**src/rtl/alu_pkg.sv**
```systemverilog
// Shared definitions for the ALU issue stage: opcode width, flag ordering and default sizing.
package alu_pkg;

    localparam int unsigned OpWidth      = 3;
    localparam int unsigned DefaultWidth = 32;
    localparam int unsigned DefaultAw    = 3;
    localparam int unsigned DefaultLat   = 2;

    typedef enum logic [OpWidth-1:0] {
        OpAdd = 3'b000
    } alu_op_e;

    // Flag vector as written back into status: {overflow, zero, carry}.
    typedef struct packed {
        logic overflow;
        logic zero;
        logic carry;
    } flags_t;

    function automatic flags_t pack_flags(logic overflow, logic zero, logic carry);
        flags_t f;
        f.overflow = overflow;
        f.zero     = zero;
        f.carry    = carry;
        return f;
    endfunction

endpackage

```
**src/rtl/alu_issue_if.sv**
```systemverilog
// Instruction, load and ALU-side signals of the issue stage. The slave modport is the issue
// stage; the master modport is the instruction source together with the downstream ALU.
interface alu_issue_if #(
    parameter int unsigned WIDTH = alu_pkg::DefaultWidth,
    parameter int unsigned AW    = alu_pkg::DefaultAw
);

    logic                        instr_valid;
    logic                        instr_ready;
    logic [alu_pkg::OpWidth-1:0] instr_op;
    logic [AW-1:0]               instr_rd;
    logic [AW-1:0]               instr_rs;
    logic [AW-1:0]               instr_rt;

    logic                        ld_valid;
    logic                        ld_ready;
    logic [AW-1:0]               ld_addr;
    logic [WIDTH-1:0]            ld_data;

    logic [WIDTH-1:0]            R2;
    logic [WIDTH-1:0]            R3;
    logic [alu_pkg::OpWidth-1:0] ALUOp;
    logic [WIDTH-1:0]            R0;
    logic                        overflow;
    logic                        zero;
    logic                        carry;

    modport master (
        output instr_valid, instr_op, instr_rd, instr_rs, instr_rt,
        input  instr_ready,
        output ld_valid, ld_addr, ld_data,
        input  ld_ready,
        input  R2, R3, ALUOp,
        output R0, overflow, zero, carry
    );

    modport slave (
        input  instr_valid, instr_op, instr_rd, instr_rs, instr_rt,
        output instr_ready,
        input  ld_valid, ld_addr, ld_data,
        output ld_ready,
        output R2, R3, ALUOp,
        input  R0, overflow, zero, carry
    );

endinterface

```
**src/rtl/issue_scoreboard.sv**
```systemverilog
// In-flight destination tracker: a LAT+1 deep shift register of {valid, rd}, hazard and
// load-block compares, and the writeback decode of the tail entry.
module issue_scoreboard #(
    parameter int unsigned AW  = alu_pkg::DefaultAw,
    parameter int unsigned LAT = alu_pkg::DefaultLat
) (
    input  logic          clk,
    input  logic          rst,
    input  logic          issue,
    input  logic [AW-1:0] issue_rd,
    input  logic [AW-1:0] rs,
    input  logic [AW-1:0] rt,
    input  logic [AW-1:0] ld_addr,
    output logic          hazard,
    output logic          ld_block,
    output logic          busy,
    output logic          wb_valid,
    output logic          wb_en,
    output logic [AW-1:0] wb_rd
);

    localparam int Depth = int'(LAT) + 1;

    logic [Depth-1:0] v_q;
    logic [AW-1:0]    rd_q [Depth];

    always_ff @(posedge clk) begin
        if (rst) begin
            v_q  <= '0;
            rd_q <= '{default: '0};
        end else begin
            v_q     <= {v_q[Depth-2:0], issue};
            rd_q[0] <= issue_rd;
            for (int i = 1; i < Depth; i++) begin
                rd_q[i] <= rd_q[i-1];
            end
        end
    end

    // The tail entry is included, so a consumer stays blocked through its writeback edge.
    always_comb begin
        hazard   = 1'b0;
        ld_block = 1'b0;
        for (int i = 0; i < Depth; i++) begin
            if (v_q[i] && (rd_q[i] != '0) && ((rd_q[i] == rs) || (rd_q[i] == rt))) begin
                hazard = 1'b1;
            end
            if (v_q[i] && (rd_q[i] == ld_addr)) begin
                ld_block = 1'b1;
            end
        end
    end

    assign busy     = |v_q;
    assign wb_valid = v_q[Depth-1];
    assign wb_rd    = rd_q[Depth-1];
    assign wb_en    = wb_valid && (wb_rd != '0);

endmodule

```
**src/rtl/alu_issue.sv**
```systemverilog
// Operand-fetch and issue stage: register file, operand registers towards the ALU, fixed-latency
// writeback of result and flags, with issue stalled on read-after-write hazards.
module alu_issue
    import alu_pkg::*;
#(
    parameter int unsigned WIDTH = DefaultWidth,
    parameter int unsigned AW    = DefaultAw,
    parameter int unsigned LAT   = DefaultLat
) (
    input  logic             clk,
    input  logic             rst,
    alu_issue_if.slave       bus,
    input  logic [AW-1:0]    dbg_addr,
    output logic [WIDTH-1:0] dbg_data,
    output flags_t           status,
    output logic             busy
);

    localparam int unsigned NREGS = 2 ** AW;

    logic [WIDTH-1:0]   rf_q [NREGS];
    logic [WIDTH-1:0]   r2_q;
    logic [WIDTH-1:0]   r3_q;
    logic [OpWidth-1:0] op_q;
    flags_t             status_q;

    logic          hazard;
    logic          ld_block;
    logic          issue;
    logic          ld_fire;
    logic          wb_valid;
    logic          wb_en;
    logic [AW-1:0] wb_rd;

    assign bus.instr_ready = !rst && !hazard;
    assign bus.ld_ready    = !rst && !ld_block;
    assign issue           = bus.instr_valid && bus.instr_ready;
    assign ld_fire         = bus.ld_valid && bus.ld_ready;

    issue_scoreboard #(
        .AW  (AW),
        .LAT (LAT)
    ) u_scoreboard (
        .clk      (clk),
        .rst      (rst),
        .issue    (issue),
        .issue_rd (bus.instr_rd),
        .rs       (bus.instr_rs),
        .rt       (bus.instr_rt),
        .ld_addr  (bus.ld_addr),
        .hazard   (hazard),
        .ld_block (ld_block),
        .busy     (busy),
        .wb_valid (wb_valid),
        .wb_en    (wb_en),
        .wb_rd    (wb_rd)
    );

    // rf_q[0] is never written, so every read of index 0 returns zero.
    always_ff @(posedge clk) begin
        if (rst) begin
            rf_q     <= '{default: '0};
            r2_q     <= '0;
            r3_q     <= '0;
            op_q     <= '0;
            status_q <= '0;
        end else begin
            if (issue) begin
                r2_q <= rf_q[bus.instr_rs];
                r3_q <= rf_q[bus.instr_rt];
                op_q <= bus.instr_op;
            end
            if (wb_en) begin
                rf_q[wb_rd] <= bus.R0;
            end
            if (wb_valid) begin
                status_q <= pack_flags(bus.overflow, bus.zero, bus.carry);
            end
            // Cannot collide with wb_en: a pending destination refuses the load.
            if (ld_fire && (bus.ld_addr != '0)) begin
                rf_q[bus.ld_addr] <= bus.ld_data;
            end
        end
    end

    assign bus.R2    = r2_q;
    assign bus.R3    = r3_q;
    assign bus.ALUOp = op_q;
    assign status    = status_q;
    assign dbg_data  = rf_q[dbg_addr];

endmodule
```
**src/flat_wrapper.sv**
```systemverilog
// flat-port wrapper written by rule: the top's interface ports become plain ports
module alu_issue_flat import alu_pkg::*;
#(
    parameter int unsigned WIDTH = DefaultWidth,
    parameter int unsigned AW    = DefaultAw,
    parameter int unsigned LAT   = DefaultLat
)
  (clk, rst, dbg_addr, dbg_data, status, busy, bus_instr_valid, bus_instr_op, bus_instr_rd, bus_instr_rs, bus_instr_rt, bus_instr_ready, bus_ld_valid, bus_ld_addr, bus_ld_data, bus_ld_ready, bus_R2, bus_R3, bus_ALUOp, bus_R0, bus_overflow, bus_zero, bus_carry);
  alu_issue_if #(.WIDTH(WIDTH), .AW(AW)) bus_i ();
  input  logic clk;
  input  logic rst;
  input  logic [AW-1:0] dbg_addr;
  output logic [WIDTH-1:0] dbg_data;
  output flags_t status;
  output logic busy;
  input wire logic [$bits(bus_i.instr_valid)-1:0] bus_instr_valid;
  input wire logic [$bits(bus_i.instr_op)-1:0] bus_instr_op;
  input wire logic [$bits(bus_i.instr_rd)-1:0] bus_instr_rd;
  input wire logic [$bits(bus_i.instr_rs)-1:0] bus_instr_rs;
  input wire logic [$bits(bus_i.instr_rt)-1:0] bus_instr_rt;
  output wire logic [$bits(bus_i.instr_ready)-1:0] bus_instr_ready;
  input wire logic [$bits(bus_i.ld_valid)-1:0] bus_ld_valid;
  input wire logic [$bits(bus_i.ld_addr)-1:0] bus_ld_addr;
  input wire logic [$bits(bus_i.ld_data)-1:0] bus_ld_data;
  output wire logic [$bits(bus_i.ld_ready)-1:0] bus_ld_ready;
  output wire logic [$bits(bus_i.R2)-1:0] bus_R2;
  output wire logic [$bits(bus_i.R3)-1:0] bus_R3;
  output wire logic [$bits(bus_i.ALUOp)-1:0] bus_ALUOp;
  input wire logic [$bits(bus_i.R0)-1:0] bus_R0;
  input wire logic [$bits(bus_i.overflow)-1:0] bus_overflow;
  input wire logic [$bits(bus_i.zero)-1:0] bus_zero;
  input wire logic [$bits(bus_i.carry)-1:0] bus_carry;
  assign bus_i.instr_valid = bus_instr_valid;
  assign bus_i.instr_op = bus_instr_op;
  assign bus_i.instr_rd = bus_instr_rd;
  assign bus_i.instr_rs = bus_instr_rs;
  assign bus_i.instr_rt = bus_instr_rt;
  assign bus_instr_ready = bus_i.instr_ready;
  assign bus_i.ld_valid = bus_ld_valid;
  assign bus_i.ld_addr = bus_ld_addr;
  assign bus_i.ld_data = bus_ld_data;
  assign bus_ld_ready = bus_i.ld_ready;
  assign bus_R2 = bus_i.R2;
  assign bus_R3 = bus_i.R3;
  assign bus_ALUOp = bus_i.ALUOp;
  assign bus_i.R0 = bus_R0;
  assign bus_i.overflow = bus_overflow;
  assign bus_i.zero = bus_zero;
  assign bus_i.carry = bus_carry;
  alu_issue #(.WIDTH(WIDTH), .AW(AW), .LAT(LAT)) u_core (.clk(clk), .rst(rst), .bus(bus_i), .dbg_addr(dbg_addr), .dbg_data(dbg_data), .status(status), .busy(busy));
endmodule
```
**config.mk**
```make
export PLATFORM = sky130hd
export DESIGN_NAME = alu_issue_flat
export DESIGN_NICKNAME = d
export VERILOG_FILES = /design/src/rtl/alu_pkg.sv /design/src/rtl/alu_issue_if.sv /design/src/rtl/issue_scoreboard.sv /design/src/rtl/alu_issue.sv /design/src/flat_wrapper.sv
export SDC_FILE = /design/constraint.sdc
export NUM_CORES = 1
export LEC_CHECK = 0
export ABC_AREA = 1
export CAP_MARGIN = 20
export CORE_AREA = 4 4 258 260
export CTS_CLUSTER_SIZE = 40
export DETAILED_ROUTE_END_ITERATION = 10
export DIE_AREA = 0 0 262 264
export HOLD_SLACK_MARGIN = 0.12
export PLACE_DENSITY_LB_ADDON = 0.25
export SYNTH_ARGS = -nofsm -noshare
export SYNTH_HDL_FRONTEND = slang
export SYNTH_SLANG_ARGS = --single-unit
```
**constraint.sdc**
```tcl
create_clock -name clk -period 3.1 [get_ports clk]
set_input_delay 0.31 -clock clk [delete_from_list [all_inputs] [get_ports clk]]
set_output_delay 0.31 -clock clk [all_outputs]
set_load 0.01 [all_outputs]
```
==> flow_summary.json, run 1 <==
{
  "yosysMostFrequentCell": "nand2_1",
  "cts_root_buf": "clkbuf_16",
  "rr_worst_depth": 12,
  "grtUsageTotal": 0.2384,
  "vdd_ir_drop_max_uv": 333.1,
  "worstHoldStart": "rst",
  "cpMaxStageDelayCell": "clkdlybuf4s50_1",
  "seq_area_frac_synth": 0.3040,
  "avgSynthCellArea_sq_um": 6.077,
  "max_slew_margin": 0.3528,
  "rows": 93,
  "fin_area_sq_um": 25720,
  "wl_per_cell_microns": 18.75,
  "synth_edf_count": 0,
  "cp_data_required_time_ns": 2.79,
  "critPathMaxStageDelay_ns": 0.60,
  "synth.area.top_cells": "dfxtp_1 30%, nand2_1 18%, nor2_1 9.7%",
  "cts.sinks": 338,
  "synth_area_sq_um": 22260,
  "hold_violations": 0,
  "fp.dieW_microns": 262,
  "rsz0062_at_grt": "false",
  "layout_min_cycle_time_ns": 2.699,
  "post_cts_buffers": 0,
  "viasPerCell": 5.206,
  "async_flop_share": 0,
  "fmax_mhz": 370.5,
  "drc": 0,
  "gp_congestion": 0.8472,
  "grt.overflow.total": 0,
  "synth_top_area_frac": 0.3040,
  "p_leak_nw": 12.13,
  "synth_common_cells": "1086 x nand2_1, 577 x nor2_1, 355 x o21ai_0",
  "cts_buffers": 41,
  "drive_gt1_frac": 0.04841,
  "clock_latency_ns": 0.59,
  "antenna_found_initial": 0,
  "setup-tns-final_ns": 0,
  "num_vias": 23590,
  "hold_buffers": 0,
  "grt_max_degree": 171,
  "core_sq_um": 64120,
  "startpoint": "u_core.u_scoreboard.wb_rd[1]$_SDFF_PP0_",
  "worstSetupPathType": "reg2out",
  "end_kind": "output port",
  "ys_seq_elements": 338,
  "min_path_cells": 4,
  "cts_tree": "built",
  "fin_crit_sh": 0.8706,
  "holdCritPathClass": "in2reg",
  "dp_hpwl_microns": 51510,
  "p_per_area_nw_per_um2": 443.7,
  "syn-num-nets": 3752,
  "skew_ns": 0.02098,
  "drtPass1Iterations": 6,
  "tightest_slew_ns": 0.9708,
  "port_buffers": 193,
  "clk_path_buf_depth": 3,
  "cp_max_fo": 8,
  "design.die.area_sq_um": 69170,
  "grt_pass1_vias": 21410,
  "synthCells": 3663,
  "final_nets": 3742,
  "yosysUniqueCellTypes": 30,
  "grt_first_pass_wirelength_microns": 130100,
  "ant_nets": 0,
  "dr.first_iter.drc_count": 2276,
  "start_util": 0.3472,
  "placed_area_sq_um": 24400,
  "htreeDepth": 2,
  "status": "completed",
  "ys.flop_type": "dfxtp_1",
  "antenna_cells": 0,
  "yosysWarnings": 0,
  "post_cts_resized": 0,
  "io-pin-count": 194,
  "routed_wl_microns": 84970,
  "die_h_microns": 264,
  "path_cells": "xor2_1 -> nor2_1 -> nand2_1 -> nand2_2 -> nor2_8 -> clkdlybuf4s50_1",
  "maxCapViolations": 0,
  "reg2reg_from": "u_core.u_scoreboard.v_q[2]$_SDFF_PP0_",
  "start_kind": "register",
  "crit_arrival_ns": 2.39,
  "slew_viol_final": 0,
  "syn2layout_area_growth_pct": 15.52,
  "final-setup-viol-count": 0,
  "yosysTopAreaCell": "dfxtp_1",
  "clk_pin_slew_ns": 0.06
}
==> per-layer routing <==
| layer | vias to the layer above | global-route usage | part of all wire |
|---|---|---|---|
| met2 | 937 | 0.3576 | 0.42 |
| met3 | 162 | 0.04841 | 0.088 |
| li1 | 11850 | - | - |
| met5 | - | 0 | 0 |
| met1 | 10640 | 0.3431 | 0.46 |
| met4 | 0 | 0.07421 | 0.032 |
==> per-stage QoR <==
stage | hold slack, ns | utilization | setup WS [ns] | cells | power, mW
global placement | 0.4482 | 0.3805 | 0.4193 | 4465 | 6.553
global route | 0.1959 | 0.4011 | 0.2244 | 4532 | 11.86
finish | 0.1746 | 0.4011 | 0.4010 | 4532 | 11.41
CTS | 0.1535 | 0.4011 | 0.3612 | 4532 | 11.51
floorplan | 0.4170 | - | 1.219 | 3663 | 5.736
detailed placement | 0.4509 | 0.3805 | 0.3756 | 4465 | 6.558
==> power by group <==
| group | internal, mW | switching [mW] | total, mW |
|---|---|---|---|
| Combinational | 0.674 | 1.24 | 1.91 |
| Sequential | 4.48 | 0.0883 | 4.57 |
| Clock | 2.90 | 2.02 | 4.93 |
==> critical path: cells and delay by family (launching register included) <==
kind          cells  cell delay (ns)
buf+inv           1             0.60
flops             1             0.54
xor+xnor          1             0.18
simple gates      4             0.49
==> path summary, 6_finish.rpt <==
check                                                      to  slack, ns
worst max-delay path                             bus_ld_ready       0.40
worst min-delay path            u_core.bus.R2[1]$_SDFFE_PP0P_       0.17
worst max register to register     u_core.rf_q[17]$_SDFF_PP0_       0.59
worst min register to register    u_core.rf_q[233]$_SDFF_PP0_       0.46
==> area by class of cell <==
cell class / instances / area (sq um)
well taps: 855 / 1070
flip-flops and latches: 338 / 6766
inverters: 288 / 1092
clock buffers: 57 / 1189
multi-input cells: 2740 / 12970
clock inverters: 10 / 128.9
repair buffers: 244 / 2500
fillers: 6895 / 38400
==> logic make-up after synthesis <==
kind of cell              Yosys count  synth area share
and+or+nand+nor                  1791            0.3165
AOI/OAI and AO/OA                 877            0.2333
buffers and inverters             585            0.1143
DFF                               338            0.3040
muxes                              64           0.02878
xor gates and xnor gates            8          0.003148
==> layout by cell type (no fill, tap or decap), types with 17 or more instances in the layout <==
cell | Yosys | final
nand2_1 | 1086 | 1082
nor2_1 | 577 | 577
o21ai_0 | 355 | 355
dfxtp_1 | 338 | 338
inv_1 | 278 | 278
o211ai_1 | 256 | 256
a21oi_1 | 197 | 197
clkdlybuf4s50_1 | 0 | 183
nand3_1 | 76 | 75
mux2i_1 | 64 | 64
clkbuf_16 | 0 | 43
buf_4 | 8 | 38
a31oi_1 | 34 | 34
a221oi_1 | 32 | 32
nor2_2 | 28 | 28
buf_12 | 0 | 17
==> registers in the layout, indices dropped and copies added, names as in the netlist <==
signal / count
u_core.u_scoreboard.rd_q: 6
u_core.u_scoreboard.v_q: 3
u_core.rf_q: 256
u_core.u_scoreboard.wb_rd: 3
u_core.bus.R2: 32
u_core.bus.ALUOp: 3
u_core.bus.R3: 32
u_core.status: 3
Power figures use the tool's default switching activity.
==> run 2, diff against run 1 <==
--- a/config.mk
+++ b/config.mk
@@ -13,3 +13,3 @@
 export DIE_AREA = 0 0 262 264
-export HOLD_SLACK_MARGIN = 0.12
+export HOLD_SLACK_MARGIN = 0.06
 export PLACE_DENSITY_LB_ADDON = 0.25
--- a/constraint.sdc
+++ b/constraint.sdc
@@ -3,2 +3,2 @@
 set_output_delay 0.31 -clock clk [all_outputs]
-set_load 0.01 [all_outputs]
+set_load 0.05 [all_outputs]
==> flow_summary.json, run 2 (synthesized netlist as in run 1, its figures left out) <==
{
  "slew_viol_final": 0,
  "rr_worst_depth": 12,
  "cts_tree": "built",
  "final_cell_mix": "1082 x nand2_1, 577 x nor2_1, 355 x o21ai_0, 338 x dfxtp_1, 278 x inv_1",
  "layout_min_cycle_time_ns": 2.718,
  "start_kind": "register",
  "cpMaxStageDelayCell": "dfxtp_1",
  "clock_latency_ns": 0.58,
  "grt_util_met3": 0.04237,
  "holdWs_ns": 0.2365,
  "holdCritPathClass": "in2reg",
  "drtPass1Iterations": 6,
  "hold_end": "u_core.bus.R2[11]$_SDFFE_PP0P_",
  "design.die.area_sq_um": 69170,
  "hold_violations": 0,
  "p_clk_frac": 0.426,
  "largest_reg_flops": 256,
  "fp.dieW_microns": 262,
  "hold_buffers": 0,
  "status": "completed",
  "pwr-share-comb": 0.196,
  "worstSetupPathType": "reg2out",
  "cts_root_buf": "clkbuf_16",
  "grt_util_met1": 0.3509,
  "vdd_ir_drop_max_uv": 396.7,
  "p_leak_nw": 12.38,
  "post_cts_buffers": 0,
  "crit_buf_inv": 3,
  "switching_share": 0.3091,
  "dp_hpwl_microns": 52260,
  "final-setup-viol-count": 0,
  "top_register": "u_core.rf_q",
  "max_slew_margin": 0.3713,
  "syn2layout_area_growth_pct": 17.81,
  "min_path_cells": 4,
  "crit_family": "buffers and inverters",
  "cts.sinks": 338,
  "power_mw": 12.08,
  "num_vias": 23610,
  "end_kind": "output port",
  "p_per_area_nw_per_um2": 460.4,
  "clk_path_buf_depth": 3,
  "die_h_microns": 264,
  "drc": 0,
  "grt_max_degree": 178,
  "ant_nets": 0,
  "viasPerCell": 5.200,
  "grtUsageTotal": 0.2357,
  "dr.first_iter.drc_count": 2462,
  "reg2reg_from": "u_core.u_scoreboard.v_q[2]$_SDFF_PP0_",
  "p_seq_frac": 0.378,
  "antenna_found_initial": 1,
  "clk_pin_slew_ns": 0.06,
  "busiest_layer": "met2",
  "p_int_mw": 8.343,
  "critPathMaxStageDelay_ns": 0.49,
  "skew_ns": 0.02303,
  "final_nets": 3742,
  "grt.overflow.total": 0,
  "gp_congestion": 0.8574,
  "rows": 93,
  "post_cts_resized": 0,
  "cp_max_fo": 135,
  "cp_data_required_time_ns": 2.79,
  "htreeDepth": 2,
  "final_util": 0.4090,
  "grt_first_pass_wirelength_microns": 128300,
  "r2r_slack_ns": 0.50,
  "crit_arrival_ns": 2.41,
  "path_cells": "inv_1 -> nand2_1 -> nand2_1 -> nand3_1 -> nand2_1 -> nand2_1 -> nand2_2 -> nor2_4 -> buf_12 -> buf_12",
  "fmax_mhz": 368.0,
  "maxCapViolations": 0,
  "core_sq_um": 64120,
  "rsz0062_at_grt": "false",
  "worstHoldStart": "rst",
  "start_util": 0.3472,
  "port_buffers": 193,
  "grt_use_met2": 0.3525,
  "switching_power_mw": 3.732,
  "fin_crit_sh": 0.8766,
  "routed_wl_microns": 84780,
  "io-pin-count": 194,
  "r2r-end": "u_core.rf_q[26]$_SDFF_PP0_",
  "wl_per_cell_microns": 18.67,
  "tightest_slew_ns": 0.9398,
  "cts_buffers": 41,
  "grt_pass1_vias": 20760,
  "setup-tns-final_ns": 0,
  "final_common_cell": "nand2_1",
  "cpMostUsedCell": "nand2_1",
  "drive_gt1_frac": 0.05943
}
==> run 2: cell types whose count changed in the layout (fill, tap and decap cells not counted) <==
cell and change:
buf_12 +39, buf_4 -5, clkbuf_1 +1, clkbuf_8 +7
clkdlybuf4s50_1 -34, clkinv_2 -1, clkinv_4 +1, diode_2 +1
==> run 2: power groups by stage <==
stage | Combinational, mW | Sequential [mW] | Clock, mW
final | 2.37 | 4.57 | 5.14
after detailed placement | 2.35 | 4.66 | 0
after floorplan | 1.19 | 4.86 | 0
after CTS | 2.35 | 4.57 | 5.24
after global placement | 2.34 | 4.66 | 0
after global routing | 2.55 | 4.58 | 5.39
==> run 2: final cells by class <==
cell class              instances  area [sq um]
clock inverters                10         132.6
clock buffers                  65          1289
well taps                     855          1070
flip-flops and latches        338          6766
fillers                      6825         37890
inverters                     288          1092
repair buffers                244          2903
diodes                          1         2.502
multi-input cells            2740         12970
==> run 2: per-layer routing <==
metal | vias up | wire length, microns | part of all wire
met2 | 987 | 35560 | 0.42
li1 | 11880 | - | -
met5 | - | 12 | 0.00014
met3 | 113 | 7789 | 0.092
met1 | 10630 | 39650 | 0.47
met4 | 2 | 1771 | 0.021
==> run 2: worst max path at each step <==
stage | from | to | slack [ns] | cells after the start
2_1_floorplan | dbg_addr[0] | dbg_data[10] | 0.64 | 7
3_3_place_gp | bus_ld_addr[1] | u_core.rf_q[155]$_SDFF_PP0_ | 0.40 | 12
3_5_place_dp | bus_ld_addr[1] | u_core.rf_q[150]$_SDFF_PP0_ | 0.36 | 12
4_1_cts | u_core.u_scoreboard.wb_rd[2]$_SDFF_PP0_ | bus_instr_ready | 0.34 | 10
5_1_grt | u_core.u_scoreboard.wb_rd[2]$_SDFF_PP0_ | bus_instr_ready | 0.20 | 10
6_report | u_core.u_scoreboard.wb_rd[2]$_SDFF_PP0_ | bus_instr_ready | 0.38 | 10
==> run 2: metrics by stage <==
stage / cells / cell area [sq um] / setup slack [ns]
after floorplan: 3663 / 22260 / 0.6403
after global placement: 4465 / 24800 / 0.4032
after detailed placement: 4465 / 24800 / 0.3565
after CTS: 4540 / 26220 / 0.3350
after global routing: 4540 / 26220 / 0.2001
final: 4541 / 26230 / 0.3824
==> run 2: worst register-to-register path, cell delays in order (launching register included) <==
cell	delay, ns
dfxtp_1	0.45
inv_2	0.13
nor2_1	0.39
nand2_1	0.09
o21ai_1	0.09
nand2_1	0.08
nand2_2	0.11
nor2_8	0.10
nand3_4	0.06
buf_4	0.67
nand2_1	0.20
nand2_1	0.12
nor2_2	0.04
